<file path="config.mk">
export PLATFORM = sky130hd
export DESIGN_NAME = keypad_emulator_flat
export DESIGN_NICKNAME = d
export VERILOG_FILES = /design/src/rtl/keypad_pkg.sv /design/src/rtl/keypad_emulator_if.sv /design/src/rtl/keypad_emulator_lfsr8.sv /design/src/rtl/keypad_emulator.sv /design/src/flat_wrapper.sv
export SDC_FILE = /design/constraint.sdc
export NUM_CORES = 1
export LEC_CHECK = 0
export BUFFER_PORTS_ARGS = -buffer_cell sky130_fd_sc_hd__buf_2
export CORE_MARGIN = 3
export CORE_UTILIZATION = 42
export DETAILED_ROUTE_END_ITERATION = 16
export SLEW_MARGIN = 0
export SYNTH_ARGS = -nofsm -noshare
export SYNTH_HDL_FRONTEND = slang
export SYNTH_SLANG_ARGS = --single-unit
</file>
<file path="constraint.sdc">
create_clock -name clk -period 2.45 [get_ports clk]
set_input_delay 0.1225 -clock clk [delete_from_list [all_inputs] [get_ports clk]]
set_output_delay 0.1225 -clock clk [all_outputs]
set_load 0.005 [all_outputs]
</file>
<file path="src/rtl/keypad_pkg.sv">
// rtl/keypad_pkg.sv - shared types, LFSR constants and key index helpers for the keypad emulator
package keypad_pkg;

  typedef enum logic [1:0] {
    IDLE           = 2'd0,
    PRESS_BOUNCE   = 2'd1,
    HELD           = 2'd2,
    RELEASE_BOUNCE = 2'd3
  } emu_state_t;

  localparam logic [7:0] LFSR_SEED = 8'hA5;
  // x^8+x^6+x^5+x^4+1 expressed as Fibonacci taps on q[7], q[5], q[4], q[3]
  localparam logic [7:0] LFSR_TAPS = 8'b1011_1000;

  // Key index is row*4 + column, matching the scanner's decoder
  function automatic logic [1:0] key_row(input logic [3:0] key);
    return key[3:2];
  endfunction

  function automatic logic [1:0] key_col(input logic [3:0] key);
    return key[1:0];
  endfunction

  function automatic logic [3:0] col_onehot(input logic [1:0] c);
    return 4'b0001 << c;
  endfunction

  function automatic logic [7:0] lfsr_step(input logic [7:0] q);
    return {q[6:0], ^(q & LFSR_TAPS)};
  endfunction

endpackage

</file>
<file path="src/rtl/keypad_emulator_if.sv">
// rtl/keypad_emulator_if.sv - command port plus row-drive/column-sense bundle of the keypad emulator
interface keypad_emulator_if;

  logic       cmd_valid;
  logic       cmd_ready;
  logic       cmd_press;
  logic [3:0] cmd_key;
  logic [3:0] row;
  logic [3:0] col;
  logic       held;
  logic       dropped;

  modport master (
    output cmd_valid, cmd_press, cmd_key, row,
    input  cmd_ready, col, held, dropped
  );

  modport slave (
    input  cmd_valid, cmd_press, cmd_key, row,
    output cmd_ready, col, held, dropped
  );

endinterface

</file>
<file path="src/rtl/keypad_emulator_lfsr8.sv">
// rtl/keypad_emulator_lfsr8.sv - 8-bit Fibonacci LFSR that produces the contact-bounce pattern
module lfsr8
  import keypad_pkg::*;
(
  input  logic       clk,
  input  logic       reset,
  input  logic       en,
  output logic [7:0] q
);

  logic [7:0] r_q;

  always_ff @(posedge clk or posedge reset) begin
    if (reset) begin
      r_q <= LFSR_SEED;
    end else if (en) begin
      r_q <= lfsr_step(r_q);
    end
  end

  assign q = r_q;

endmodule

</file>
<file path="src/rtl/keypad_emulator.sv">
// rtl/keypad_emulator.sv - passive 4x4 keypad model with commanded press/release and LFSR contact bounce
module keypad_emulator
  import keypad_pkg::*;
#(
  parameter int BOUNCE_CYCLES = 6
) (
  input  logic               clk,
  input  logic               reset,
  keypad_emulator_if.slave   bus
);

  localparam logic [7:0] LP_BOUNCE = 8'(BOUNCE_CYCLES);

  emu_state_t r_state;
  logic       r_contact;
  logic [3:0] r_key;
  logic [7:0] r_count;
  logic       r_held;
  logic       r_dropped;

  logic       w_ready;
  logic       w_accept;
  logic       w_bouncing;
  logic [7:0] w_lfsr;
  logic [7:0] w_lfsr_next;
  logic [3:0] w_col;

  assign w_bouncing  = (r_state == PRESS_BOUNCE) || (r_state == RELEASE_BOUNCE);
  assign w_ready     = !reset && ((r_state == IDLE) || (r_state == HELD));
  assign w_accept    = bus.cmd_valid && w_ready;
  assign w_lfsr_next = lfsr_step(w_lfsr);

  lfsr8 u_lfsr (
    .clk   (clk),
    .reset (reset),
    .en    (w_bouncing),
    .q     (w_lfsr)
  );

  // Contact tracks the LFSR value present during each bounce cycle: on entry the
  // LFSR is idle so its current bit applies, inside the burst it steps with us.
  always_ff @(posedge clk or posedge reset) begin
    if (reset) begin
      r_state   <= IDLE;
      r_contact <= 1'b0;
      r_key     <= 4'h0;
      r_count   <= 8'd0;
      r_held    <= 1'b0;
      r_dropped <= 1'b0;
    end else begin
      r_dropped <= 1'b0;
      case (r_state)
        IDLE: begin
          if (w_accept) begin
            if (bus.cmd_press) begin
              r_state   <= PRESS_BOUNCE;
              r_count   <= LP_BOUNCE;
              r_key     <= bus.cmd_key;
              r_contact <= w_lfsr[0];
            end else begin
              r_dropped <= 1'b1;
            end
          end
        end
        HELD: begin
          if (w_accept) begin
            if (!bus.cmd_press) begin
              r_state   <= RELEASE_BOUNCE;
              r_count   <= LP_BOUNCE;
              r_contact <= w_lfsr[0];
              r_held    <= 1'b0;
            end else begin
              r_dropped <= 1'b1;
            end
          end
        end
        PRESS_BOUNCE, RELEASE_BOUNCE: begin
          r_count <= r_count - 8'd1;
          if (r_count <= 8'd1) begin
            r_state   <= (r_state == PRESS_BOUNCE) ? HELD : IDLE;
            r_contact <= (r_state == PRESS_BOUNCE);
            r_held    <= (r_state == PRESS_BOUNCE);
          end else begin
            r_contact <= w_lfsr_next[0];
          end
        end
        default: begin
          r_state <= IDLE;
        end
      endcase
    end
  end

  // Only the latched key's row matters; the scanner's synchronizer registers col
  always_comb begin
    w_col = 4'b0000;
    if (r_contact && bus.row[key_row(r_key)]) begin
      w_col = col_onehot(key_col(r_key));
    end
  end

  assign bus.col       = w_col;
  assign bus.cmd_ready = w_ready;
  assign bus.held      = r_held;
  assign bus.dropped   = r_dropped;

endmodule

</file>
<file path="src/flat_wrapper.sv">
// flat-port wrapper written by rule: the top's interface ports become plain ports
module keypad_emulator_flat import keypad_pkg::*;
#(
  parameter int BOUNCE_CYCLES = 6
)
  (clk, reset, bus_cmd_valid, bus_cmd_press, bus_cmd_key, bus_row, bus_cmd_ready, bus_col, bus_held, bus_dropped);
  keypad_emulator_if bus_i ();
  input  logic clk;
  input  logic reset;
  input wire logic [$bits(bus_i.cmd_valid)-1:0] bus_cmd_valid;
  input wire logic [$bits(bus_i.cmd_press)-1:0] bus_cmd_press;
  input wire logic [$bits(bus_i.cmd_key)-1:0] bus_cmd_key;
  input wire logic [$bits(bus_i.row)-1:0] bus_row;
  output wire logic [$bits(bus_i.cmd_ready)-1:0] bus_cmd_ready;
  output wire logic [$bits(bus_i.col)-1:0] bus_col;
  output wire logic [$bits(bus_i.held)-1:0] bus_held;
  output wire logic [$bits(bus_i.dropped)-1:0] bus_dropped;
  assign bus_i.cmd_valid = bus_cmd_valid;
  assign bus_i.cmd_press = bus_cmd_press;
  assign bus_i.cmd_key = bus_cmd_key;
  assign bus_i.row = bus_row;
  assign bus_cmd_ready = bus_i.cmd_ready;
  assign bus_col = bus_i.col;
  assign bus_held = bus_i.held;
  assign bus_dropped = bus_i.dropped;
  keypad_emulator #(.BOUNCE_CYCLES(BOUNCE_CYCLES)) u_core (.clk(clk), .reset(reset), .bus(bus_i));
endmodule
</file>
==> impl_metrics.yaml <==
placed_design:
  portBuffers: 18
  place_hpwl_um: 2281
  dpl_cell_area_um2: 1588
  routabilityCongestion: 0.8036
  preCtsSetupSlack_ps: 248.5
finish:
  num_antenna_cells: 0
  design_area_um2: 1648
  nNetsFinal: 193
  syn_to_final_growth_pct: 14.42
  drive_gt1_frac: 0.2428
  nFillCells: 326
clocking:
  numCtsBuffers: 3
  cts-root-buf: "clkbuf_4"
  clk_latency_ps: 330
  path_clk_slew_ps: 140
  cts_setup_buffers: 0
  htreeDepth: 1
  cts.sinks: 25
  cts_max_path_buffers: 2
  cts_tree: "built"
synthesis:
  synthFlopType: "dfrtp_1"
  ys_seq_elements: 25
  yosys_warnings: 0
  synth_edf_count: 0
  postSynthCellCount: 150
  yosys.area.top_type: "dfrtp_1"
  seq_area_frac_synth: 0.4379
  synthArstFlopShare: 1.000
  synth.distinct_cells: 45
  synth_nets: 169
  yosysTopAreaCellShare: 0.3649
  netlist_area_um2: 1440
  synth_area_per_cell_um2: 9.601
  synth_area_leaders: "dfrtp_1 (36%), dfstp_2 (7.3%), nand2_1 (6.8%)"
drt:
  wl_um: 3122
  drt_first_pass_iters: 4
  drt_iter0_drc: 49
  vias: 1219
  drtAntennaViolNets: 0
  drc: 0
  wl_per_cell_um: 14.39
  vias_per_cell: 5.618
timing:
  setup_viol: 0
  hold_viol: 0
  rsz0062_at_grt: "no"
  finalClockSkew_ps: 4.776
  max-slew-margin-rel: 0.6453
  worst_pin_slew_ps: 530.1
  finalSetupTns_ps: 0
  drv_slew: 0
  finalCritPeriodShare: 0.9189
  setup_ws_ps: 198.7
  period_minus_slack_ps: 2251
  fmax_mhz: 444.2
critical_path:
  worst-endpoint-arrival_ps: 2480
  critPathKind: "flop to flop"
  r2r-start: "u_core.r_count[2]$_DFFE_PP0P_"
  worstSetupStartpointType: "flop"
  path_max_fanout: 7
  cp-end-kind: "flop"
  worstPathRequired_ps: 2680
  endpoint: "u_core.r_state[1]$_DFFE_PP0P_"
  timing.rr.end: "u_core.r_state[1]$_DFFE_PP0P_"
  reg2reg_slack_ps: 200
  r2r.worst_path.cells: 4
  crit_start: "u_core.r_count[2]$_DFFE_PP0P_"
floorplanning:
  ios: 19
  start_util: 0.4567
  core-area_um2: 3153
  row_count: 20
  dieArea_um2: 4167
  die_x_um: 64.56
  die_h_um: 64.56
power:
  p_per_area_nw_per_um2: 1206
  vdd_ir_drop_max_uv: 593.1
  power_leakage_nw: 0.7735
global_routing:
  grt-busiest-layer: "met2"
  grt.overflow.total: 0
  grt_use_met2: 0.2874
  met1_usage: 0.2188
  grt_max_degree: 21
  grtUsageTotal: 0.1713
  antenna_found_initial: 0
  grt_pass1_vias: 1244
  use_met3: 0.03120
  grt_pass1_wl_um: 5575
hold_path:
  hold_path.class: "input port to flop"
outcome:
  outcome: "complete, no violations"
flow_run:
  cap_violations: 0
[per-layer routing]
metal | vias to the layer above | wire length, µm
met1 | 589 | 1363
met4 | 0 | 48
met2 | 43 | 1544
met5 | - | 0
li1 | 582 | -
met3 | 5 | 165
[registers in the layout, indices dropped and copies added (netlist names)]
register	count
u_core.r_key	4
u_core.u_lfsr.q	8
u_core.bus.held	1
u_core.r_count	8
u_core.bus.dropped	1
u_core.r_contact	1
u_core.r_state	2
[cells in the mapped netlist (2+ instances only)]
cell	instances
nand2_1	26
dfrtp_1	21
inv_1	12
nor2_1	9
ha_1	7
nor3_1	6
a21oi_1	5
mux2_2	5
nand3_1	5
a211oi_1	4
dfstp_2	4
o211ai_1	4
clkbuf_1	3
o22ai_1	3
a2bb2oi_1	2
nor3b_1	2
nor4_1	2
o21ai_0	2
xnor2_1	2
[through the flow]
stage / total power, W / util / hold slack [ps] / cells
2_1_floorplan: 0.001553 / - / 160.3 / 150
3_3_place_gp: 0.001751 / 0.5036 / 69.94 / 210
3_5_place_dp: 0.001790 / 0.5036 / 79.78 / 210
4_1_cts: 0.001997 / 0.5163 / 9.133 / 215
5_1_grt: 0.002187 / 0.5226 / 2.804 / 217
6_report: 0.001987 / 0.5226 / 13.58 / 217
[worst max-delay path: stages, from the launching register on]
cell      delay, ps
dfrtp_1         460
or4_1           660
or3_4           430
a221oi_4        270
mux2_4          330
[placed cells by master (no fill, tap or decap), types with 2 or more instances in the layout]
master and instances:
mux2_2 5, inv_1 12, a2bb2oi_1 2, o211ai_1 4, buf_4 3, o22ai_1 3, o21ai_0 2, dfstp_2 4
a21oi_1 5, clkbuf_4 3, nor4_1 2, dfrtp_1 21, buf_2 18, nor2_1 9, nand2_1 26, dlygate4sd3_1 3
a211oi_1 4, xnor2_1 2, ha_1 7, nor3_1 6, nor3b_1 2, nand3_1 5
[timing repair]
action	in CTS	in global routing
endpoints found under the hold margin	5	2
resized for setup	0	0
hold buffers	1	2
[worst min-delay path by stage]
stage / slack (ps) / cells past startpoint / endpoint / startpoint
final: 10 / 2 / u_core.r_key[3]$_DFFE_PP0P_ / bus_cmd_key[3]
after floorplan: 160 / 1 / u_core.bus.dropped$_DFF_PP0_ / reset
after global routing: 3 / 2 / u_core.r_key[3]$_DFFE_PP0P_ / bus_cmd_key[3]
after detailed placement: 80 / 2 / u_core.bus.dropped$_DFF_PP0_ / reset
after CTS: 9 / 2 / u_core.r_key[2]$_DFFE_PP0P_ / bus_cmd_key[2]
after global placement: 70 / 2 / u_core.bus.dropped$_DFF_PP0_ / reset
[cell type report]
cell class	instances	area (µm²)	share of cell area
Clock buffer	3	22.52	0.01367
Tap cell	44	55.05	0.03341
Clock inverter	1	7.507	0.004556
Timing Repair Buffer	24	142.6	0.08656
Inverter	12	45.04	0.02733
Multi-Input combinational cell	108	744.5	0.4518
Sequential cell	25	630.6	0.3827
[report_power, final]
group / total, W / internal, W / switching (W)
clock: 0.000192 / 0.0000626 / 0.000130
combinational: 0.00101 / 0.000470 / 0.000542
sequential: 0.000783 / 0.000620 / 0.000163
total: 0.00199 / 0.00115 / 0.000835
[kinds of logic after synthesis]
| family | share of synthesized area |
|---|---|
| XOR/XNOR | 0.01825 |
| multiplexers | 0.07210 |
| AO/OA/AOI/OAI | 0.1694 |
| adder cells (fa/ha/maj) | 0.06081 |
| flip-flops | 0.4379 |
| buffers and inverters | 0.04517 |
| AND/OR/NAND/NOR | 0.1964 |
Power figures use the tool's default switching activity.
